==> src/rtl/fft_frame_arb.sv <==
`timescale 1ns/1ps
// Frame arbiter for the 64-point FFT: round-robin per-frame grant, contiguous
// 64-sample issue, and source/index tagging of the returned frames.
module fft_frame_arb #(
  parameter int MAX_INFLIGHT = 4,
  parameter int FRAME_GAP    = 2
) (
  input  logic        clk,
  input  logic        rst,
  input  logic        req0_valid,
  input  logic [9:0]  req0_re,
  input  logic [9:0]  req0_im,
  output logic        req0_ready,
  input  logic        req1_valid,
  input  logic [9:0]  req1_re,
  input  logic [9:0]  req1_im,
  output logic        req1_ready,
  output logic        fft_in_en,
  output logic [9:0]  fft_in_re,
  output logic [9:0]  fft_in_im,
  input  logic        fft_out_en,
  input  logic [16:0] fft_out_re,
  input  logic [16:0] fft_out_im,
  output logic        out_valid,
  output logic [16:0] out_re,
  output logic [16:0] out_im,
  output logic        out_src,
  output logic [5:0]  out_idx,
  output logic        out_last,
  output logic        underrun_err,
  output logic        spurious_err
);
  localparam logic [1:0] S_IDLE   = 2'd0;
  localparam logic [1:0] S_STREAM = 2'd1;
  localparam logic [1:0] S_GAP    = 2'd2;
  localparam logic [3:0] MAXF  = 4'(MAX_INFLIGHT);
  localparam logic [2:0] LASTP = 3'(MAX_INFLIGHT - 1);
  localparam logic [3:0] GAPL  = 4'(FRAME_GAP - 1);

  logic [1:0]  state_q, state_d;
  logic        grant_q, grant_d, ptr_q, ptr_d;
  logic [5:0]  scnt_q, scnt_d, ocnt_q;
  logic [3:0]  gcnt_q, gcnt_d, infl_q, infl_d;
  logic [2:0]  wptr_q, rptr_q;
  logic [7:0]  tag_q;
  logic        push, pop, stream, empty, acc;
  logic        sel_valid;
  logic [9:0]  sel_re, sel_im;
  logic        fft_in_en_q, underrun_q, spurious_q;
  logic [9:0]  fft_in_re_q, fft_in_im_q;
  logic        out_valid_q, out_src_q, out_last_q;
  logic [16:0] out_re_q, out_im_q;
  logic [5:0]  out_idx_q;

  assign stream     = (state_q == S_STREAM);
  assign req0_ready = stream && !grant_q;
  assign req1_ready = stream && grant_q;
  assign sel_valid  = grant_q ? req1_valid : req0_valid;
  assign sel_re     = grant_q ? req1_re : req0_re;
  assign sel_im     = grant_q ? req1_im : req0_im;
  assign empty      = (infl_q == 4'd0);
  assign acc        = fft_out_en && !empty;
  assign pop        = acc && (ocnt_q == 6'd63);

  always_comb begin
    state_d = state_q;
    grant_d = grant_q;
    ptr_d   = ptr_q;
    scnt_d  = scnt_q;
    gcnt_d  = gcnt_q;
    push    = 1'b0;
    case (state_q)
      S_IDLE: begin
        // Registered inflight only: a pop this cycle is seen next cycle.
        if ((infl_q < MAXF) && (req0_valid || req1_valid)) begin
          grant_d = (req0_valid && req1_valid) ? ptr_q : req1_valid;
          ptr_d   = ~grant_d;
          scnt_d  = 6'd0;
          state_d = S_STREAM;
        end
      end
      S_STREAM: begin
        scnt_d = scnt_q + 6'd1;
        if (scnt_q == 6'd63) begin
          push    = 1'b1;
          gcnt_d  = 4'd0;
          state_d = (FRAME_GAP == 0) ? S_IDLE : S_GAP;
        end
      end
      S_GAP: begin
        gcnt_d = gcnt_q + 4'd1;
        if (gcnt_q == GAPL) state_d = S_IDLE;
      end
      default: state_d = S_IDLE;
    endcase
  end

  always_comb begin
    case ({push, pop})
      2'b10:   infl_d = infl_q + 4'd1;
      2'b01:   infl_d = infl_q - 4'd1;
      default: infl_d = infl_q;
    endcase
  end

  always_ff @(posedge clk) begin
    if (rst) begin
      state_q     <= S_IDLE;
      grant_q     <= 1'b0;
      ptr_q       <= 1'b0;
      scnt_q      <= '0;
      gcnt_q      <= '0;
      infl_q      <= '0;
      wptr_q      <= '0;
      rptr_q      <= '0;
      tag_q       <= '0;
      ocnt_q      <= '0;
      fft_in_en_q <= 1'b0;
      fft_in_re_q <= '0;
      fft_in_im_q <= '0;
      underrun_q  <= 1'b0;
      spurious_q  <= 1'b0;
      out_valid_q <= 1'b0;
      out_re_q    <= '0;
      out_im_q    <= '0;
      out_src_q   <= 1'b0;
      out_idx_q   <= '0;
      out_last_q  <= 1'b0;
    end else begin
      state_q     <= state_d;
      grant_q     <= grant_d;
      ptr_q       <= ptr_d;
      scnt_q      <= scnt_d;
      gcnt_q      <= gcnt_d;
      infl_q      <= infl_d;
      // Missing samples become zeros so the FFT still sees 64 contiguous inputs.
      fft_in_en_q <= stream;
      fft_in_re_q <= (stream && sel_valid) ? sel_re : '0;
      fft_in_im_q <= (stream && sel_valid) ? sel_im : '0;
      underrun_q  <= stream && !sel_valid;
      if (push) begin
        tag_q[wptr_q] <= grant_q;
        wptr_q        <= (wptr_q == LASTP) ? 3'd0 : wptr_q + 3'd1;
      end
      if (pop) rptr_q <= (rptr_q == LASTP) ? 3'd0 : rptr_q + 3'd1;
      out_valid_q <= acc;
      spurious_q  <= fft_out_en && empty;
      if (acc) begin
        out_re_q   <= fft_out_re;
        out_im_q   <= fft_out_im;
        out_src_q  <= tag_q[rptr_q];
        out_idx_q  <= ocnt_q;
        out_last_q <= (ocnt_q == 6'd63);
        ocnt_q     <= ocnt_q + 6'd1;
      end
    end
  end

  assign fft_in_en    = fft_in_en_q;
  assign fft_in_re    = fft_in_re_q;
  assign fft_in_im    = fft_in_im_q;
  assign underrun_err = underrun_q;
  assign spurious_err = spurious_q;
  assign out_valid    = out_valid_q;
  assign out_re       = out_re_q;
  assign out_im       = out_im_q;
  assign out_src      = out_src_q;
  assign out_idx      = out_idx_q;
  assign out_last     = out_last_q;
endmodule

==> config.mk <==
export PLATFORM = sky130hd
export DESIGN_NAME = fft_frame_arb
export DESIGN_NICKNAME = d
export VERILOG_FILES = /design/src/rtl/fft_frame_arb.sv
export SDC_FILE = /design/constraint.sdc
export NUM_CORES = 1
export LEC_CHECK = 0
export BUFFER_PORTS_ARGS = -buffer_cell sky130_fd_sc_hd__buf_2
export CELL_PAD_IN_SITES_DETAIL_PLACEMENT = 0
export CELL_PAD_IN_SITES_GLOBAL_PLACEMENT = 1
export CORE_MARGIN = 5
export CORE_UTILIZATION = 39
export CTS_CLUSTER_SIZE = 14
export DETAILED_ROUTE_END_ITERATION = 16
export HOLD_SLACK_MARGIN = 0.15
export PLACE_DENSITY_LB_ADDON = 0.1
export REMOVE_ABC_BUFFERS = 1
export SLEW_MARGIN = 20
export SYNTH_ARGS = -nofsm -noshare
export SYNTH_HDL_FRONTEND = slang
export SYNTH_SLANG_ARGS = --single-unit
export TNS_END_PERCENT = 20
==> constraint.sdc <==
create_clock -name clk -period 7.4 [get_ports clk]
set_input_delay 1.11 -clock clk [delete_from_list [all_inputs] [get_ports clk]]
set_output_delay 1.11 -clock clk [all_outputs]
set_load 0.01 [all_outputs]
==> summary.txt <==
Final ANT Viol Nets: 0
Post-DP HPWL: 6.753 mm
Post-Synth Simple-Gate Area: 21.87%
xor and xnor area share after synthesis: 2.063%
Seq. cell area: 2082 µm²
skew final: 0.01487 ns
Iter 0 DRT Violations: 229
Worst Path Max Fanout: 49
slew at the pin closest to its max-slew limit: 0.8850 ns
Final Hold Fails: 0
clk_lat worst skew: 0.36 ns
Finished Layout Cells: 743
die span in y: 114.3 µm
Num CTS Buffers: 9
Netlist cell types: 55
antenna violations before repair: 0
Overflow after GRT: 0
drt first pass iters: 4
Synth Flop Type: dfxtp_1
CP Class: input pin to register
area occupied by multi-input gates: 1976 µm²
DRC viols: 0
I/O pin count: 147
area delta synth->final: 22.28%
YS warnings: 0
largest family of logic cells by synthesized area: simple AND/OR/NAND/NOR gates
largest net degree at the start of global routing: 86
CP max-delay cell: o41a_2
Core Util, Final: 48.31%
Design Area, Final: 5191 µm²
leakage power: 0.002163 µW
Hold Path Class: register to register
Filler Cell Count: 1070
portion of netlist area occupied by mux cells: 7.221%
NumNets Final: 688
Die ar.: 13070 µm²
Hold Buf Count CTS: 0
Worst setup SP type: input pin
vias in the first global route: 3381
share of cells above drive strength 1: 32.67%
fmax: 0.2874 GHz
Yosys reg bits: 104
Worst Setup End Kind: register
Die Width: 114.3 µm
number of flops mapped to enable cells by yosys: 0
clock-pin transition on the worst setup and hold timing paths: 0.10 ns
global-route wire length before repair: 15.97 mm
Clock Tree Buf Depth: 2
cell taking the most area after synthesis: dfxtp_1
headroom to the max-slew limit: 41.00%
post-route setup TNS: 0 ns
Initial Util: 39.51%
Largest stage delay, worst path: 0.74 ns
Post-Synth Adder-Cell Area: 3.124%
total number of vias: 3549
Post-CTS Setup Repair Bufs: 0
share of the synthesized area in the top cell type: 49.04%
Hold Slack: 0.4556 ns
period utilization: 47.02%
sequential fraction of the synthesis area: 49.04%
Port Buffers: 146
RSZ-0062 raised after global routing: no
Antenna diodes: 0
Async SR Flop Fraction: 0%
Tot GR Track Use: 14.72%
post-cts sizing count: 0
placed insts: 728
Cells after Synth: 468
worst endpoint data arrival time: 3.75 ns
drt total wl: 9.617 mm
Core ar.: 10750 µm²
Setup Viol. Count Final: 0
peak supply drop: 0.08193 mV
Final GP Congestion: 0.7287
Pwr per Cell Area: 188.9 nW/µm²
FP Rows: 38
Root Driver: clkbuf_8
CTS tree: done
CTS Sinks: 104
max cap viols: 0
CP cell instances: buf_2 -> o41a_2 -> nand3_1 -> inv_2 -> ha_1 -> ha_1 -> a21oi_1 -> a21oi_1 -> or4_1 -> a21oi_1
H-tree depth: 3
ranking of synthesized cells by area: dfxtp_1 49%, nand2_1 8.9%, a21oi_1 7.7%, mux2i_1 5.9%, nor2_2 2.9%
outcome: complete, no violations
cell repeated most along the worst path: a21oi_1
Wirelength per Cell: 12.94 µm
Worst EP required: 7.67 ns
Synth Area in Compound Gates: 12.23%
Final Critical Period: 3.479 ns
placed instance area: 5005 µm²
final max-slew violation count: 0
Avg Synthesized Cell Area: 9.071 µm²
cell area after synthesis: 4245 µm²
DR vias/cell: 4.777
[through the flow]
| step | setup slack, ns | power (µW) |
|---|---|---|
| after detailed placement | 3.566 | 654.7 |
| after global routing | 3.759 | 1033 |
| final | 3.921 | 980.7 |
| after global placement | 3.630 | 654.2 |
| after CTS | 3.940 | 1001 |
| after floorplan | 3.592 | 614.6 |
[power breakdown]
part | leakage (µW) | switching (µW) | total [µW] | internal, µW
logic | 0.00123 | 38.5 | 71.6 | 33.1
registers | 0.000840 | 3.23 | 569 | 566
clock network | 0.0000883 | 185 | 340 | 155
total | 0.00216 | 227 | 981 | 754
[cells in the mapped netlist, drive strengths merged, types with 7 or more instances]
master    n
dfxtp   104
nand2   102
a21oi    65
nor2     45
mux2i    25
buf      14
clkbuf   14
ha        9
nand4     8
xor2      8
inv       7
nand2b    7
[routing by layer]
metal	up-vias	track usage [%]	routed length (µm)
met3	7	3.964	870
met1	1587	19.85	4483
li1	1845	-	-
met4	0	4.988	106
met5	-	0	0
met2	110	22.83	4155
[final cells by class]
cell class / count / area share (%)
sequential: 104 / 40.11
multi-input combinational: 329 / 38.06
timing repair buffer: 148 / 14.36
tap: 140 / 3.374
clock buffer: 10 / 2.458
clock inverter: 5 / 1.133
inverter: 7 / 0.5061
[placed cells by master (no fill, tap or decap), types with 3 or more instances in the layout]
cell type / count
a21oi_1: 65
and2_1: 3
and3_1: 3
buf_2: 146
clkbuf_8: 9
dfxtp_1: 104
ha_1: 9
inv_1: 6
mux2i_1: 25
nand2_1: 101
nand2b_1: 7
nand3_1: 6
nand4_1: 8
nor2_1: 25
nor2_2: 20
nor2b_1: 3
o21ai_0: 6
xor2_1: 8
[worst max-delay path, delay by kind of cell]
| family | cells | cell delay [ns] |
|---|---|---|
| AND/OR/NAND/NOR | 2 | 0.70 |
| AO/OA/AOI/OAI | 4 | 1.16 |
| adder cells (fa/ha/maj) | 2 | 0.49 |
| buffers and inverters | 2 | 0.27 |
[registers in the layout, indices dropped and copies added, names as in the netlist, 6 cells and up]
register   flops
scnt_q         6
out_im        17
tag_q          8
ocnt_q         6
out_idx        6
fft_in_im     10
out_re        17
fft_in_re     10
[final timing paths]
kind              slack, ns  cells after the start        from    endpoint
setup reg to reg       4.00                     10   scnt_q[0]   infl_q[3]
hold / removal         0.46                      2  out_im[11]  out_im[11]
hold reg to reg        0.46                      2  out_im[11]  out_im[11]
setup / recovery       3.92                     10  fft_out_en   infl_q[3]
[cells by family (layout without fill, tap and decap cells)]
group           after synthesis  in the layout
compound gates               89             89
xor+xnor                     10             10
fa+ha+maj                    10             10
buf+inv                      35            170
flops                       104            104
mux                          28             28
simple gates                192            192
Note: power is estimated with default switching activity, not from simulation.
